`config.mk`:
```
export PLATFORM = sky130hd
export DESIGN_NAME = crypto_job_scheduler_flat
export DESIGN_NICKNAME = d
export VERILOG_FILES = /design/src/rtl/crypto_job_scheduler_pkg.sv /design/src/rtl/crypto_job_scheduler_if.sv /design/src/rtl/crypto_rr_arbiter.sv /design/src/rtl/crypto_job_scheduler.sv /design/src/flat_wrapper.sv
export SDC_FILE = /design/constraint.sdc
export NUM_CORES = 1
export LEC_CHECK = 0
export ABC_AREA = 1
export CORE_AREA = 2 2 51 53
export DETAILED_ROUTE_END_ITERATION = 10
export DIE_AREA = 0 0 53 55
export PLACE_DENSITY = 0.76
export SETUP_SLACK_MARGIN = 0.15
export SYNTH_ARGS = -nofsm -noshare
export SYNTH_HDL_FRONTEND = slang
export SYNTH_SLANG_ARGS = --single-unit
```
`constraint.sdc`:
```
create_clock -name clk -period 2.6 [get_ports clk]
set_input_delay 0.39 -clock clk [delete_from_list [all_inputs] [get_ports clk]]
set_output_delay 0.39 -clock clk [all_outputs]
set_load 0.01 [all_outputs]
```
`src/rtl/crypto_job_scheduler_pkg.sv`:
```
// Shared definitions for the crypto job scheduler: function codes, core
// indices, FSM state encoding and the fn -> core select mapping.
package crypto_sched_pkg;

  localparam logic [1:0] FN_AES    = 2'b00;
  localparam logic [1:0] FN_BF     = 2'b01;
  localparam logic [1:0] FN_SHA256 = 2'b10;
  localparam logic [1:0] FN_SHA224 = 2'b11;

  localparam int CORE_AES  = 0;
  localparam int CORE_BF   = 1;
  localparam int CORE_SHA  = 2;
  localparam int NUM_CORES = 3;

  typedef logic [1:0] sched_state_t;
  localparam sched_state_t ST_IDLE = 2'd0;
  localparam sched_state_t ST_RUN  = 2'd1;
  localparam sched_state_t ST_RSP  = 2'd2;
  localparam sched_state_t ST_COOL = 2'd3;

  // One-hot core select for a function code; both SHA widths share one core.
  function automatic logic [NUM_CORES-1:0] fn_to_core_oh(input logic [1:0] fn);
    logic [NUM_CORES-1:0] oh;
    oh = '0;
    case (fn)
      FN_AES:               oh[CORE_AES] = 1'b1;
      FN_BF:                oh[CORE_BF]  = 1'b1;
      FN_SHA256, FN_SHA224: oh[CORE_SHA] = 1'b1;
      default:              oh = '0;
    endcase
    return oh;
  endfunction

endpackage

```
`src/rtl/crypto_job_scheduler_if.sv`:
```
// Request/core/response bundle between the queue logic, the scheduler and
// the three crypto cores. slave = scheduler side, master = surroundings.
interface crypto_sched_if #(
  parameter int NUM_REQ = 4,
  parameter int ID_W    = 2
);
  import crypto_sched_pkg::*;

  logic [NUM_REQ-1:0]   req_valid;
  logic [2*NUM_REQ-1:0] req_fn;
  logic [NUM_REQ-1:0]   req_ready;
  logic [NUM_CORES-1:0] core_start;
  logic                 sha_mode;
  logic [NUM_CORES-1:0] core_done;
  logic                 rsp_valid;
  logic [ID_W-1:0]      rsp_id;
  logic [1:0]           rsp_fn;
  logic                 rsp_err;
  logic                 busy;

  modport master (
    output req_valid, req_fn, core_done,
    input  req_ready, core_start, sha_mode, rsp_valid, rsp_id, rsp_fn, rsp_err, busy
  );

  modport slave (
    input  req_valid, req_fn, core_done,
    output req_ready, core_start, sha_mode, rsp_valid, rsp_id, rsp_fn, rsp_err, busy
  );

endinterface

```
`src/rtl/crypto_rr_arbiter.sv`:
```
// Combinational round-robin pick: first requester at or above rr_ptr,
// wrapping past NUM_REQ-1 back to 0.
module crypto_rr_arbiter #(
  parameter int NUM_REQ = 4,
  parameter int ID_W    = 2
) (
  input  logic [NUM_REQ-1:0] req,
  input  logic [ID_W-1:0]    rr_ptr,
  output logic [NUM_REQ-1:0] gnt,
  output logic [ID_W-1:0]    gnt_id,
  output logic               any_req
);

  logic [ID_W:0]   sum;
  logic [ID_W-1:0] idx;

  // Scan offsets from far to near so the nearest requester overwrites last.
  always_comb begin
    gnt     = '0;
    gnt_id  = '0;
    any_req = |req;
    sum     = '0;
    idx     = '0;
    for (int off = NUM_REQ - 1; off >= 0; off--) begin
      sum = {1'b0, rr_ptr} + (ID_W+1)'(off);
      if (sum >= (ID_W+1)'(NUM_REQ)) sum = sum - (ID_W+1)'(NUM_REQ);
      idx = sum[ID_W-1:0];
      if (req[idx]) begin
        gnt      = '0;
        gnt[idx] = 1'b1;
        gnt_id   = idx;
      end
    end
  end

endmodule

```
`src/rtl/crypto_job_scheduler.sv`:
```
// Shares the AES, Blowfish and SHA cores among NUM_REQ requesters, one job
// at a time, granting round-robin. Define CRYPTO_SCHED_WDOG_EN to build the
// RUN-state watchdog that aborts a hung core with rsp_err=1.
module crypto_job_scheduler
  import crypto_sched_pkg::*;
#(
  parameter int NUM_REQ     = 4,
  parameter int ID_W        = 2,
  parameter int TIMEOUT_CYC = 1023,
  parameter int TO_W        = 10
) (
  input  logic          clk,
  input  logic          rst,
  crypto_sched_if.slave bus
);

  sched_state_t         state_q;
  logic [ID_W-1:0]      rr_ptr_q;
  logic [ID_W-1:0]      id_q;
  logic [1:0]           fn_q;
  logic [NUM_REQ-1:0]   gnt;
  logic [ID_W-1:0]      gnt_id;
  logic [1:0]           gnt_fn;
  logic                 any_req;
  logic [NUM_CORES-1:0] sel_oh;
  logic                 done_hit;
  logic                 timeout;
  logic                 in_run;
  logic                 in_rsp;

  // The counter must be able to reach its budget value.
  if (TIMEOUT_CYC < 1 || TIMEOUT_CYC >= (1 << TO_W)) begin : g_bad_timeout_cfg
    $error("TIMEOUT_CYC does not fit in TO_W bits");
  end

  crypto_rr_arbiter #(
    .NUM_REQ (NUM_REQ),
    .ID_W    (ID_W)
  ) u_arb (
    .req     (bus.req_valid),
    .rr_ptr  (rr_ptr_q),
    .gnt     (gnt),
    .gnt_id  (gnt_id),
    .any_req (any_req)
  );

  assign gnt_fn   = bus.req_fn[{gnt_id, 1'b0} +: 2];
  assign sel_oh   = fn_to_core_oh(fn_q);
  assign done_hit = |(bus.core_done & sel_oh);
  assign in_run   = (state_q == ST_RUN);
  assign in_rsp   = (state_q == ST_RSP);

`ifdef CRYPTO_SCHED_WDOG_EN
  logic [TO_W-1:0] cnt_q;
  logic            err_q;

  // Count RUN cycles; cleared outside RUN so each job starts at zero.
  always_ff @(posedge clk) begin
    if (rst)         cnt_q <= '0;
    else if (in_run) cnt_q <= cnt_q + 1'b1;
    else             cnt_q <= '0;
  end

  assign timeout = in_run && (cnt_q == TO_W'(TIMEOUT_CYC));

  // Abort flag for the response; a done in the timeout cycle wins.
  always_ff @(posedge clk) begin
    if (rst)         err_q <= 1'b0;
    else if (in_run) err_q <= timeout && !done_hit;
  end

  assign bus.rsp_err = in_rsp ? err_q : 1'b0;
`else
  assign timeout     = 1'b0;
  assign bus.rsp_err = 1'b0;
`endif

  // Job FSM: grant in IDLE, hold core start in RUN, respond, then one
  // cooling cycle with every core held in reset.
  always_ff @(posedge clk) begin
    if (rst) begin
      state_q  <= ST_IDLE;
      rr_ptr_q <= '0;
      id_q     <= '0;
      fn_q     <= '0;
    end else begin
      case (state_q)
        ST_IDLE: if (any_req) begin
          state_q  <= ST_RUN;
          id_q     <= gnt_id;
          fn_q     <= gnt_fn;
          rr_ptr_q <= (gnt_id == ID_W'(NUM_REQ - 1)) ? '0 : gnt_id + 1'b1;
        end
        ST_RUN:  if (done_hit || timeout) state_q <= ST_RSP;
        ST_RSP:  state_q <= ST_COOL;
        default: state_q <= ST_IDLE;
      endcase
    end
  end

  assign bus.req_ready  = (state_q == ST_IDLE && !rst) ? gnt : '0;
  assign bus.core_start = in_run ? sel_oh : '0;
  assign bus.sha_mode   = in_run && (fn_q == FN_SHA256);
  assign bus.rsp_valid  = in_rsp;
  assign bus.rsp_id     = in_rsp ? id_q : '0;
  assign bus.rsp_fn     = in_rsp ? fn_q : '0;
  assign bus.busy       = (state_q != ST_IDLE);

endmodule

```
`src/flat_wrapper.sv`:
```
// flat-port wrapper written by rule: the top's interface ports become plain ports
module crypto_job_scheduler_flat import crypto_sched_pkg::*;
#(
  parameter int NUM_REQ     = 4,
  parameter int ID_W        = 2,
  parameter int TIMEOUT_CYC = 1023,
  parameter int TO_W        = 10
)
  (clk, rst, bus_req_valid, bus_req_fn, bus_core_done, bus_req_ready, bus_core_start, bus_sha_mode, bus_rsp_valid, bus_rsp_id, bus_rsp_fn, bus_rsp_err, bus_busy);
  crypto_sched_if #(.NUM_REQ(NUM_REQ), .ID_W(ID_W)) bus_i ();
  input  logic clk;
  input  logic rst;
  input wire logic [$bits(bus_i.req_valid)-1:0] bus_req_valid;
  input wire logic [$bits(bus_i.req_fn)-1:0] bus_req_fn;
  input wire logic [$bits(bus_i.core_done)-1:0] bus_core_done;
  output wire logic [$bits(bus_i.req_ready)-1:0] bus_req_ready;
  output wire logic [$bits(bus_i.core_start)-1:0] bus_core_start;
  output wire logic [$bits(bus_i.sha_mode)-1:0] bus_sha_mode;
  output wire logic [$bits(bus_i.rsp_valid)-1:0] bus_rsp_valid;
  output wire logic [$bits(bus_i.rsp_id)-1:0] bus_rsp_id;
  output wire logic [$bits(bus_i.rsp_fn)-1:0] bus_rsp_fn;
  output wire logic [$bits(bus_i.rsp_err)-1:0] bus_rsp_err;
  output wire logic [$bits(bus_i.busy)-1:0] bus_busy;
  assign bus_i.req_valid = bus_req_valid;
  assign bus_i.req_fn = bus_req_fn;
  assign bus_i.core_done = bus_core_done;
  assign bus_req_ready = bus_i.req_ready;
  assign bus_core_start = bus_i.core_start;
  assign bus_sha_mode = bus_i.sha_mode;
  assign bus_rsp_valid = bus_i.rsp_valid;
  assign bus_rsp_id = bus_i.rsp_id;
  assign bus_rsp_fn = bus_i.rsp_fn;
  assign bus_rsp_err = bus_i.rsp_err;
  assign bus_busy = bus_i.busy;
  crypto_job_scheduler #(.NUM_REQ(NUM_REQ), .ID_W(ID_W), .TIMEOUT_CYC(TIMEOUT_CYC), .TO_W(TO_W)) u_core (.clk(clk), .rst(rst), .bus(bus_i));
endmodule
```
==> results of run 1 <==
[kinds of logic (layout without fill, tap and decap cells)]
group	after synthesis	count (layout)
flops	8	8
other cells	1	1
buf+inv	42	83
compound gates	27	27
simple gates	76	76
fa+ha+maj	12	12
[repair_timing]
| item | in CTS | in global routing |
|---|---|---|
| pin swaps | 0 | 0 |
| gates resized for setup | 5 | 9 |
| endpoints found under the setup margin | 4 | 4 |
[synth_stat cells (all sizes together)]
cell     n
a211oi   2
a21oi   10
a31oi    1
a32o     1
buf      2
conb     1
dfxtp    8
ha      12
inv     40
nand2   42
nand3   20
nand3b   2
nor2     8
nor3     2
nor4     1
o211ai   4
o21a     1
o21ai    6
o221ai   1
o22ai    1
or2      1
[power by group through the flow]
stage | combinational (uW) | sequential, uW | clock, uW
CTS | 1190 | 210 | 98.9
global placement | 1160 | 211 | 0
floorplan | 807 | 216 | 0
global route | 1370 | 217 | 109
detailed placement | 1200 | 213 | 0
finish | 1220 | 212 | 98.7
[per-stage QoR]
step                utilization, %  cell area [sq um]
finish                        61.6               1460
global route                  61.6               1460
CTS                           61.4               1450
detailed placement            60.6               1430
global placement              60.6               1430
floorplan                        -               1040
[sequential cells by signal, summed over array words and instances, names as in the netlist]
name             cells
u_core.state_q       2
u_core.fn_q          2
u_core.id_q          2
u_core.rr_ptr_q      2
[critical path, stage by stage]
cell	delay, ns
clkdlybuf4s50_1	0.50
inv_1	0.06
nand2_1	0.09
nand3_2	0.08
nand2_1	0.11
inv_2	0.09
o211ai_1	0.23
a21oi_2	0.08
a211oi_1	0.17
clkdlybuf4s15_1	0.26
[layer usage]
| metal | part of all wire (%) | GRT usage, % |
|---|---|---|
| met3 | 2.5 | 2.15 |
| met4 | 0.42 | 6.41 |
| met2 | 53 | 41.5 |
| met5 | 0 | 0 |
| met1 | 44 | 20.0 |
[final timing paths]
| path | from | to | slack (ns) | cells after the start |
|---|---|---|---|---|
| min | u_core.id_q[1] | u_core.id_q[1] | 0.51 | 2 |
| max reg2reg | u_core.rr_ptr_q[0] | u_core.rr_ptr_q[1] | 0.64 | 13 |
| min reg2reg | u_core.id_q[1] | u_core.id_q[1] | 0.51 | 2 |
| max | bus_req_valid[2] | bus_req_ready[0] | 0.13 | 10 |
[cell type report]
cell class | count | share of cell area (%)
Sequential cell | 8 | 11.1
Multi-Input combinational cell | 116 | 49.6
Tap cell | 30 | 2.58
Clock buffer | 3 | 1.55
Timing Repair Buffer | 40 | 24.7
Inverter | 40 | 10.5
==> out/qor.tcl, run 1 <==
set qor(synth_largest_area_cell) {dfxtp_1}
set qor(n_fill_cell) 221
set qor(syn_to_final_growth_pct) 40.4
set qor(h-tree-depth) 1
set qor(critPathRequiredTime_ns) 2.21
set qor(cp_max_fo) 7
set qor(biggest_area_contributors_in_the_synthesized_netlist) {dfxtp_1 15%, ha_1 14%, inv_1 13%}
set qor(finalHoldViolations) 0
set qor(yosys.area_share.adder_pct) 14.5
set qor(wirelength_mm) 2.60
set qor(synth.yosys.warnings) 0
set qor(residual_drc_count) 0
set qor(dr.first_iter.drc_count) 18
set qor(synth_top_cell_area_share_pct) 15.4
set qor(io-pin-count) 32
set qor(place.gp.congestion) 0.817
set qor(multi_input_area_sq_um) 723
set qor(pwr-share-clk_pct) 6.5
set qor(maxCapViolCount) 0
set qor(firstDrtPassIters) 4
set qor(numClockSinks) 8
set qor(worst_slack_ns) 0.133
set qor(tritoncts) {done}
set qor(avgRoutedWirePerCell_um) 11.0
set qor(report.final.setup_viol) 0
set qor(port_buffers) 30
set qor(die-height_um) 55
set qor(initial_util_pct) 43.9
set qor(yosys.area_share.simple_pct) 36.4
set qor(place_inst) 234
set qor(power.static_leakage_uw) 0.000773
set qor(first_pass_grt_wire_length_mm) 4.35
set qor(globalRouteOverflowTotal) 0
set qor(design.die.area_sq_mm) 0.00292
set qor(ant_nets) 0
set qor(maximum_frequency_from_static_timing_analysis_ghz) 0.405
set qor(worst_ir_drop_on_vdd_v) 0.000564
set qor(worstSetupEndpointType) {primary output}
set qor(postSynthRegisterBits) 8
set qor(most-common-layout-cells) {36 x inv_1, 33 x nand2_1, 26 x clkdlybuf4s50_1, 17 x nand3_1, 11 x ha_1}
set qor(cts_root_buf) {clkbuf_4}
set qor(die_width_um) 53
set qor(timing.setup.critical_path_class) {in2out}
set qor(report.final.slew_viol_count) 0
set qor(design_power_total_uw) 1530
set qor(finish.net_count) 238
set qor(post-route-period-util_pct) 94.9
set qor(grt_pass1_vias) 1140
set qor(pwr-share-seq_pct) 13.9
set qor(setup.worst_path.start_class) {input pin}
set qor(maximum_number_of_pins_on_one_net_before_global_route_repair) 14
set qor(total_switching_power_uw) 789
set qor(cts_setup_buffers) 0
set qor(largest_family_of_logic_cells_by_synthesized_area) {simple AND/OR/NAND/NOR gates}
set qor(design.core.area_sq_mm) 0.00236
set qor(synth.mux.area_fraction_pct) 0
set qor(final_std_cells_w_o_fill) 237
set qor(finalWorstPathRequiredPeriod_ns) 2.47
set qor(place_ws_ns) -0.140
set qor(power_switching_share_pct) 51.7
set qor(vias) 1157
set qor(netlist_area_sq_mm) 0.00104
set qor(dp.final_hpwl_mm) 2.14
set qor(globalRouteTotalUtil_pct) 19.7
set qor(grt_antenna_before_repair) 0
set qor(final_common_cell) {inv_1}
set qor(setup-tns-final_ns) 0
set qor(layout.area.seq_sq_um) 161
set qor(cp_data_arrival_time_ns) 2.08
set qor(mappedNetlistNets) 195
set qor(placementRows) 18
set qor(share_of_layout_cells_above_drive_strength_1_pct) 17.9
set qor(antenna-diode-count) 0
set qor(clkLatencyLatePin_ns) 0.26
set qor(via_per_inst) 4.88
set qor(hold_path.class) {reg2reg}
set qor(outcome) {finished clean}
set qor(synthCells) 166
set qor(cts_hold_repair.buffers) 0
set qor(p_per_area_mw_per_mm2) 1050
set qor(hold-worst-slack_ns) 0.509
set qor(netlist-cell-type-count) 29
set qor(cts-root-to-sink-buffers) 2
set qor(p_int_uw) 738
set qor(sequential_area_share_after_synthesis_pct) 15.4
set qor(synth.avg_cell_area_sq_um) 6.26
set qor(clock-skew-final_ns) 0.000254
set qor(grt_setup_unrepaired) {yes}
set qor(cts-buffers-inserted) 3
set qor(synth_compound_gate_area_share_pct) 16.9
set qor(share_comb_of_total_power_pct) 79.6
set qor(synth_xor_xnor_area_share_pct) 0
set qor(cts.clk_slew.worst_paths_ns) 0.06
Note: power is estimated with default switching activity, not from simulation.
==> run 2, diff against run 1 <==
- CORE_AREA: 2 2 51 53 -> 5 5 54 56
- DIE_AREA: 0 0 53 55 -> 0 0 59 61
- PLACE_DENSITY: 0.76 -> 0.79
==> out/qor.tcl, run 2 (synthesis gave the netlist of run 1 again) <==
set qor(worst_slack_ns) 0.270
set qor(hold-path-endpoint) {u_core.id_q[1]}
set qor(finish.net_count) 239
set qor(design.core.area_sq_mm) 0.00239
set qor(io-pin-count) 32
set qor(worst-r2r-cell-count) 11
set qor(cts-root-to-sink-buffers) 2
set qor(design.die.area_sq_mm) 0.00360
set qor(maximum_number_of_pins_on_one_net_before_global_route_repair) 14
set qor(port_buffers) 30
set qor(cpLargestDelayFamily) {buffers and inverters}
set qor(antenna-diode-count) 0
set qor(dr.first_iter.drc_count) 43
set qor(globalRouteTotalUtil_pct) 17.0
set qor(cts.clk_slew.worst_paths_ns) 0.05
set qor(hold_path.class) {reg2reg}
set qor(cts_root_buf) {clkbuf_4}
set qor(path_cells) {clkdlybuf4s50_1 -> inv_1 -> nand2_1 -> nand3_1 -> nand2_1 -> inv_2 -> o211ai_1 -> a21oi_2 -> a211oi_2 -> clkbuf_2}
set qor(crit_path_max_incr_delay_ns) 0.48
set qor(firstDrtPassIters) 4
set qor(timing.setup.critical_path_class) {in2out}
set qor(cts_setup_buffers) 0
set qor(place_inst) 234
set qor(min_path_cells) 2
set qor(maximum_frequency_from_static_timing_analysis_ghz) 0.429
set qor(timing.critical_path.mode_cell) {nand2_1}
set qor(cts_hold_repair.buffers) 0
set qor(post-route-period-util_pct) 89.6
set qor(cp_data_arrival_time_ns) 1.94
set qor(pwr-share-clk_pct) 6.5
set qor(finalWorstPathRequiredPeriod_ns) 2.33
set qor(setup-tns-final_ns) 0
set qor(avgRoutedWirePerCell_um) 12.6
set qor(power_switching_share_pct) 53.2
set qor(vias) 1220
set qor(n_fill_cell) 229
set qor(critPathSlowestCell) {clkdlybuf4s50_1}
set qor(cp_max_fo) 7
set qor(maxCapViolCount) 0
set qor(timing.rr.end) {u_core.rr_ptr_q[1]}
set qor(tritoncts) {done}
set qor(via_per_inst) 5.13
set qor(critPathRequiredTime_ns) 2.21
set qor(cts-buffers-inserted) 3
set qor(most-common-layout-cells) {36 x inv_1, 33 x nand2_1, 26 x clkdlybuf4s50_1, 17 x nand3_1, 11 x ha_1}
set qor(clkLatencyLatePin_ns) 0.27
set qor(pwr-share-seq_pct) 13.3
set qor(critical_path.reg2reg.startpoint) {u_core.rr_ptr_q[0]}
set qor(numClockSinks) 8
set qor(timing.reg2reg.setup_slack_ns) 0.60
set qor(finish.instance_area_sq_mm) 0.00148
set qor(final_common_cell) {inv_1}
set qor(placed_cell_area_sq_mm) 0.00143
set qor(timing.critical_path.buf_inv) 4
set qor(p_per_area_mw_per_mm2) 1080
set qor(setup.worst_path.start_class) {input pin}
set qor(place.gp.congestion) 0.964
set qor(grt_pass1_vias) 1136
set qor(dp.final_hpwl_mm) 2.32
set qor(placementRows) 18
set qor(share_of_layout_cells_above_drive_strength_1_pct) 20.2
set qor(final_std_cells_w_o_fill) 238
set qor(report.final.slew_viol_count) 0
set qor(wirelength_mm) 3.01
set qor(place_ws_ns) -0.118
set qor(worst_ir_drop_on_vdd_v) 0.000652
set qor(total_switching_power_uw) 847
set qor(die_width_um) 59
set qor(h-tree-depth) 1
set qor(ant_nets) 0
set qor(finalHoldViolations) 0
set qor(initial_util_pct) 43.5
set qor(die-height_um) 61
set qor(residual_drc_count) 0
set qor(grt_setup_unrepaired) {yes}
set qor(worstSetupEndpointType) {primary output}
set qor(globalRouteOverflowTotal) 0
set qor(p_int_uw) 745
set qor(hold_path_startpoint) {u_core.id_q[1]}
set qor(share_comb_of_total_power_pct) 80.2
set qor(report.final.setup_viol) 0
set qor(power.static_leakage_uw) 0.000778
set qor(outcome) {finished clean}
set qor(clock-skew-final_ns) 0.00300
set qor(first_pass_grt_wire_length_mm) 4.75
set qor(final_core_utilization_pct) 61.8
set qor(syn_to_final_growth_pct) 42.0
set qor(grt_antenna_before_repair) 0
## run 2: final cells by class
| cell class | count | area [sq um] | area share [%] |
|---|---|---|---|
| tap | 30 | 37.5 | 2.54 |
| sequential | 8 | 161 | 10.9 |
| inverter | 40 | 153 | 10.3 |
| clock buffer | 3 | 22.5 | 1.53 |
| timing repair buffer | 40 | 355 | 24.1 |
| multi-input combinational | 117 | 746 | 50.6 |
## run 2: timing repair
| item | in CTS | in global routing |
|---|---|---|
| pin swaps | 0 | 2 |
| gates cloned | 0 | 1 |
| setup endpoints to repair | 4 | 4 |
| gates resized for setup | 8 | 11 |
## run 2: stage by stage
step | hold WS (ns) | power [uW]
2_1_floorplan | 0.462 | 1020
3_3_place_gp | 0.490 | 1370
3_5_place_dp | 0.486 | 1430
4_1_cts | 0.500 | 1550
5_1_grt | 0.546 | 1750
6_report | 0.496 | 1590
## run 2: worst max path at each step
stage | startpoint | end | slack, ns | cells after the start
4_1_cts | bus_req_valid[1] | bus_req_ready[0] | 0.17 | 10
3_5_place_dp | bus_req_valid[1] | bus_req_ready[0] | -0.12 | 10
6_report | bus_req_valid[1] | bus_req_ready[0] | 0.27 | 10
3_3_place_gp | bus_req_valid[3] | bus_req_ready[0] | -0.04 | 10
5_1_grt | bus_req_valid[2] | bus_req_ready[0] | 0.15 | 10
2_1_floorplan | u_core.rr_ptr_q[1] | bus_req_ready[3] | 0.47 | 9
## run 2: worst register-to-register path, delay by kind of cell (launching register included)
family	cells	cell delay, ns
and+or+nand+nor	5	0.50
AOI/OAI and AO/OA	3	0.50
DFF	1	0.33
buffers and inverters	2	0.29
adders and majority gates	1	0.27
## run 2: power groups by stage
stage,Sequential (uW),Combinational [uW],Clock [uW]
final,212,1280,103
after floorplan,216,807,0
after global routing,218,1420,109
after detailed placement,213,1220,0
after global placement,212,1160,0
after CTS,212,1230,104
## run 2: metal layers
layer  routed length [um]  GRT usage [%]
met5                    0              0
met3                  168           4.89
met2                 1610           33.3
met1                 1160           16.8
met4                   63           6.80
==> run 3, diff against run 2 <==
- CTS_CLUSTER_DIAMETER: default -> 200
==> results of run 3 <==
No change in the layout: final DEF, timing and power equal those of run 2.
